### config.mk
export PLATFORM = sky130hd
export DESIGN_NAME = gaplus_inpctl
export DESIGN_NICKNAME = d
export VERILOG_FILES = /design/src/rtl/gaplus_inpctl.sv
export SDC_FILE = /design/constraint.sdc
export NUM_CORES = 1
export LEC_CHECK = 0
export ABC_AREA = 1
export CELL_PAD_IN_SITES_DETAIL_PLACEMENT = 1
export CELL_PAD_IN_SITES_GLOBAL_PLACEMENT = 1
export CORE_ASPECT_RATIO = 0.6
export CORE_MARGIN = 2
export CORE_UTILIZATION = 35
export DETAILED_ROUTE_END_ITERATION = 6
export PLACE_DENSITY_LB_ADDON = 0.3
export SYNTH_ARGS = -nofsm -noshare
export SYNTH_HDL_FRONTEND = slang
export SYNTH_SLANG_ARGS = --single-unit
### constraint.sdc
create_clock -name MCLK -period 26.8 [get_ports MCLK]
set_input_delay 6.7 -clock MCLK [delete_from_list [all_inputs] [get_ports MCLK]]
set_output_delay 6.7 -clock MCLK [all_outputs]
set_load 0.005 [all_outputs]
### src/rtl/gaplus_inpctl.sv
// Gaplus control input conditioning: 2-flop sync, 14-channel debounce, coin queue
// and frame-aligned fixed-length coin pulse generator driving INP0/INP1/INP2.
//
// coin FSM states:
//   state   | meaning
//   ST_IDLE | no pulse; start one on the next frame tick if coins are queued
//   ST_ON   | coin output high, counting COIN_ON_FR frames
//   ST_OFF  | coin output low gap, counting COIN_OFF_FR frames
module gaplus_inpctl #(
  parameter int DEB_CYC     = 48000,
  parameter int COIN_ON_FR  = 3,
  parameter int COIN_OFF_FR = 3
) (
  input  logic       MCLK,
  input  logic       RESET,
  input  logic       VBLK,
  input  logic [4:0] iINP0,
  input  logic [4:0] iINP1,
  input  logic [1:0] iSTART,
  input  logic [1:0] iCOIN,
  output logic [4:0] oINP0,
  output logic [4:0] oINP1,
  output logic [2:0] oINP2,
  output logic [2:0] oPEND
);

  localparam int          NCH    = 14;
  localparam logic [15:0] DEB_TC = 16'(DEB_CYC - 1);
  localparam logic [3:0]  ON_TC  = 4'(COIN_ON_FR);
  localparam logic [3:0]  OFF_TC = 4'(COIN_OFF_FR);

  typedef enum logic [1:0] {ST_IDLE, ST_ON, ST_OFF} coin_st_t;

  logic [NCH-1:0]       raw;
  logic [NCH-1:0]       sync1_q, sync2_q;
  logic                 vblk1_q, vblk2_q, vblk3_q;
  logic [NCH-1:0]       deb_q, deb_d;
  logic [NCH-1:0][15:0] cnt_q, cnt_d;
  logic [1:0]           coin_prev_q;
  logic [2:0]           pend_q, pend_d;
  logic [3:0]           pend_sum;
  logic [3:0]           frm_q, frm_d;
  coin_st_t             st_q, st_d;
  logic                 coin_q, coin_d;
  logic                 frame_tick;
  logic [1:0]           coin_rise;
  logic                 deq;

  // channel map: [4:0] P1, [9:5] P2, [11:10] start, [13:12] coin
  assign raw        = {iCOIN, iSTART, iINP1, iINP0};
  assign frame_tick = vblk2_q & ~vblk3_q;
  assign coin_rise  = deb_q[13:12] & ~coin_prev_q;

  always_comb begin
    deb_d = deb_q;
    cnt_d = cnt_q;
    for (int i = 0; i < NCH; i++) begin
      if (sync2_q[i] == deb_q[i]) begin
        cnt_d[i] = '0;
      end else if (cnt_q[i] == DEB_TC) begin
        deb_d[i] = sync2_q[i];
        cnt_d[i] = '0;
      end else begin
        cnt_d[i] = cnt_q[i] + 16'd1;
      end
    end
  end

  // The frame that closes the low gap may immediately open the next pulse,
  // giving a pulse period of exactly COIN_ON_FR + COIN_OFF_FR frames.
  always_comb begin
    st_d   = st_q;
    frm_d  = frm_q;
    coin_d = coin_q;
    deq    = 1'b0;
    case (st_q)
      ST_IDLE: begin
        if (frame_tick && pend_q != 3'd0) begin
          deq    = 1'b1;
          frm_d  = 4'd0;
          st_d   = ST_ON;
          coin_d = 1'b1;
        end
      end
      ST_ON: begin
        if (frame_tick) begin
          if (frm_q + 4'd1 == ON_TC) begin
            frm_d  = 4'd0;
            st_d   = ST_OFF;
            coin_d = 1'b0;
          end else begin
            frm_d = frm_q + 4'd1;
          end
        end
      end
      ST_OFF: begin
        if (frame_tick) begin
          if (frm_q + 4'd1 == OFF_TC) begin
            frm_d = 4'd0;
            if (pend_q != 3'd0) begin
              deq    = 1'b1;
              st_d   = ST_ON;
              coin_d = 1'b1;
            end else begin
              st_d = ST_IDLE;
            end
          end else begin
            frm_d = frm_q + 4'd1;
          end
        end
      end
      default: begin
        st_d   = ST_IDLE;
        frm_d  = 4'd0;
        coin_d = 1'b0;
      end
    endcase
  end

  always_comb begin
    pend_sum = {1'b0, pend_q} + {3'b000, coin_rise[0]} + {3'b000, coin_rise[1]}
               - {3'b000, deq};
    pend_d   = (pend_sum > 4'd7) ? 3'd7 : pend_sum[2:0];
  end

  always_ff @(posedge MCLK or posedge RESET) begin
    if (RESET) begin
      sync1_q     <= '0;
      sync2_q     <= '0;
      vblk1_q     <= 1'b0;
      vblk2_q     <= 1'b0;
      vblk3_q     <= 1'b0;
      deb_q       <= '0;
      cnt_q       <= '0;
      coin_prev_q <= '0;
      pend_q      <= '0;
      frm_q       <= '0;
      st_q        <= ST_IDLE;
      coin_q      <= 1'b0;
    end else begin
      sync1_q     <= raw;
      sync2_q     <= sync1_q;
      vblk1_q     <= VBLK;
      vblk2_q     <= vblk1_q;
      vblk3_q     <= vblk2_q;
      deb_q       <= deb_d;
      cnt_q       <= cnt_d;
      coin_prev_q <= deb_q[13:12];
      pend_q      <= pend_d;
      frm_q       <= frm_d;
      st_q        <= st_d;
      coin_q      <= coin_d;
    end
  end

  assign oINP0 = deb_q[4:0];
  assign oINP1 = deb_q[9:5];
  assign oINP2 = {coin_q, deb_q[11:10]};
  assign oPEND = pend_q;

endmodule

==> run summary <==
The final layout contains routed wiring with a total length of 38600 um. The fraction of final layout cells with drive strength greater than 1 works out to 9.03%. Detailed routing inserted a total of 12.6k vias. The share of total power consumed by net switching is 22.8%.

The worst path uses 34.0% of the clock period. Number of antenna violations at the first check in global routing: 0. Setup violations remaining at the end of the flow were counted as 0. Pin count of the biggest net entering global routing: 143. Per report_power, the combinational group accounts for 3.2% of the total. The worst hold path passes through 0 cells. The clock period minus final worst setup slack was 9100 ps. The run gives 0 ps as the setup TNS. Max-cap violations in this run came to 0. TritonCTS created 30 clock buffers. The end of the worst hold path is sync2_q[7]. For this block, wires on met1 add up to 20800 um. The worst setup path is launched from an input port. Met3 wirelength from detailed routing: 1260 um.

The tools report the number of slew-limit violations in the final report as 0. The worst hold path begins at sync1_q[7]. The worst register-to-register path has a setup slack of 24070 ps. The die is 272 um wide.

The post-cts gate resize count came out at 0. The sequential cell fraction of total power is 48.2%. The number of nets handed over by synthesis was 1956. In this run the top signal layer used is met4.

The floorplan step defined a core boundary enclosing 42200 um^2. After clock tree synthesis, the flow added hold-fix buffers numbering 0. Power comes to 0.907 mW. The wire-length estimate of the detail-placed layout is 28400 um.

Global routing finished with a remaining overflow of 0. The worst setup path is captured at an async pin. The flow ran to the end, and the final reports show no timing, DRC or antenna violations.

The multi-input logic area was 6980 um^2. The first detailed-routing pass took 5 iterations. After detailed routing, the average wire length per cell comes to 15.1 um. The H-tree level count is 1. Setup repair after global routing left no endpoint under its margin. The analysis attributes to net switching a power of 0.207 mW. Synthesis instantiated 29 different standard cells from the library. The first global-routing pass estimated 66100 um of wire.

The clock network burns 48.6% of the power. After routing the design area is 17000 um^2. In this run the static leakage power is 7.39 nW. The critical path is of the in -> async type. At the end of the flow, the number of nets in the layout was 2001. The register area was 7030 um^2; the total cell area at the placement stage was 16000 um^2. Along the worst path, the maximum fanout reaches 142. The worst slew slack as a fraction of its limit came out at 31.7%. Counting flops and latches in the post-synthesis netlist gives 281.

For this configuration, the core starts out at a cell density of 35.7%. Counting along the longest clock path gives a buffer depth of 3. Wire segments on met2 add up to 16000 um in the final route.

For the fill cell instance count of the final layout, the log shows 5139. The cell area that synthesis handed to floorplanning was 15100 um^2. The boundary pin count was 33. During placement, the flow inserted port buffers numbering 32. The run gives 21.6 ps as the final worst clock skew. The number of sinks driven by the clock tree was 281.

The worst register-to-register path begins at frm_q[0]. The hold violation total from the final report was 0. The run gives 110 MHz as the maximum achievable frequency. Clock-pin slew was measured on the worst setup and hold paths at 60 ps.

In this run the power density over the cells is 53.3 nW/um^2. For the arrival time of the worst setup path, the log shows 9680 ps. Vertical die dimension: 165 um. At the pin with the least slew margin, the transition time is 1020 ps. The Yosys step of the flow raised 0 warnings.

For the antenna diode count, the log shows 0. VDD sags by at most 0.0000465 V. The synthesized area divided by synthesized cell count was 7.87 um^2; the total global routing track utilization was 17.7%. The root buffer cell chosen for the clock tree is sky130_fd_sc_hd__clkbuf_16. Clock latency on the worst-skew pair, taken at its later pin, is 580 ps.

The internal power of the cells totals 0.701 mW. The worst register-to-register path has a depth of 11. After floorplanning, the core was divided into 58 placement rows. The detail route stage leaves a number of antenna-violating nets equal to 0. The area growth from synthesis to layout is 13.0%, and the total DRC errors in the routed layout is 0.

For this block, the initial DRC count from the detailed router was 698. Routability-driven placement finished with a final weighted congestion of 0.832. The cell count after synthesis came out at 1914. The endpoint identified for the worst register-to-register timing path is oPEND[2]. The die covers 44800 um^2.

TritonCTS built the clock tree. For the worst endpoint required time, the log shows 27380 ps. The logs give 46.7% for the portion of the post-synthesis area used by sequential elements and 12.9k for the number of global-route vias before repair. The post-detailed-route via-to-cell ratio is 4.93. In this run the worst hold path is classified as reg -> reg. Once the clock tree was built, the setup fixing pass inserted 0 buffers.
==> worst max path at each step <==
stage | from | slack, ps | to
final | RESET | 17700 | cnt_q[147]
after global routing | RESET | 17180 | cnt_q[212]
after CTS | RESET | 17480 | cnt_q[145]
after detailed placement | RESET | 16840 | frm_q[3]
after global placement | RESET | 16860 | oPEND[0]
after floorplan | RESET | 12350 | cnt_q[0]
==> state kept, by name (all words and copies together) (netlist names) <==
| name | cells |
|---|---|
| cnt_q | 224 |
| coin_prev_q | 2 |
| coin_q | 1 |
| deb_q | 14 |
| frm_q | 4 |
| oPEND | 3 |
| st_q | 2 |
| sync1_q | 14 |
| sync2_q | 14 |
| vblk1_q | 1 |
| vblk2_q | 1 |
| vblk3_q | 1 |
==> critical path, cell delays in order <==
cell,delay [ps]
sky130_fd_sc_hd__clkdlybuf4s50_1,490
sky130_fd_sc_hd__inv_8,690
sky130_fd_sc_hd__buf_4,840
sky130_fd_sc_hd__buf_4,820
==> metrics by stage <==
stage          hold WS [ps]  utilization (%)  std cells  worst slack (ps)
6_report                348             40.4       2553             17700
5_1_grt                 354             40.4       2553             17180
4_1_cts                 351             40.4       2553             17480
3_5_place_dp            336             37.9       2497             16840
3_3_place_gp            333             37.9       2497             16860
2_1_floorplan           331                -       1914             12350
==> Yosys cell counts (all sizes together) <==
cell type,instances,share of area [%]
nor3b,6,0.30
nand3,220,7.4
xnor2,22,1.3
ha,23,1.9
inv,244,6.1
nand2,404,11
clkbuf,7,0.17
fa,2,0.27
clkinv,1,0.025
nor3,88,3.5
nand4,81,3.5
nor2,379,11
buf,14,0.70
a21o,1,0.050
o21bai,19,0.95
a21oi,23,0.76
nand3b,1,0.050
dfrtp,281,47
o21ai,31,1.0
xor2,67,3.9
==> area by class of cell <==
type | count | share of cell area [%]
clock buffer | 42 | 5.03
clock inverter | 14 | 1.07
inverter | 245 | 5.44
multi-input combinational | 1367 | 41.0
sequential | 281 | 41.3
tap | 570 | 4.19
timing repair buffer | 34 | 1.97
==> layout by cell type (no fill, tap or decap), drive strengths merged, types with 2 or more instances in the layout <==
cell	n
clkbuf	42
o21bai	19
nor3b	6
clkinvlp	3
bufinv	4
nor3	88
ha	23
nand4	81
buf	2
xnor2	22
nand3	220
o21ai	31
dfrtp	281
clkdlybuf4s50	32
inv	244
a21oi	23
nor2	379
xor2	67
fa	2
clkinv	8
nand2	404
==> kinds of logic (layout without fill, tap and decap cells) <==
logic type               Yosys count  count (layout)  synth area share [%]
AO/OA/AOI/OAI                     74              74                  2.79
XOR/XNOR                          89              89                  5.17
adder cells (fa/ha/maj)           25              25                  2.18
buffers and inverters            266             335                  6.98
flip-flops                       281             281                  46.7
AND/OR/NAND/NOR                 1179            1179                  36.2
==> power by group through the flow <==
stage / Combinational (mW) / Clock, mW / Sequential, mW
after CTS: 0.0302 / 0.457 / 0.437
after global routing: 0.0338 / 0.476 / 0.438
after floorplan: 0.0194 / 0 / 0.443
after global placement: 0.0290 / 0 / 0.445
after detailed placement: 0.0300 / 0 / 0.445
final: 0.0288 / 0.441 / 0.437
==> metal layers <==
layer  track usage, %  vias up
met2             26.7      133
met3             2.54       40
met4             2.85        0
met5                0        -
met1             27.1     6162
li1                 -     6252
No activity file was read; power rests on OpenSTA's default activity.
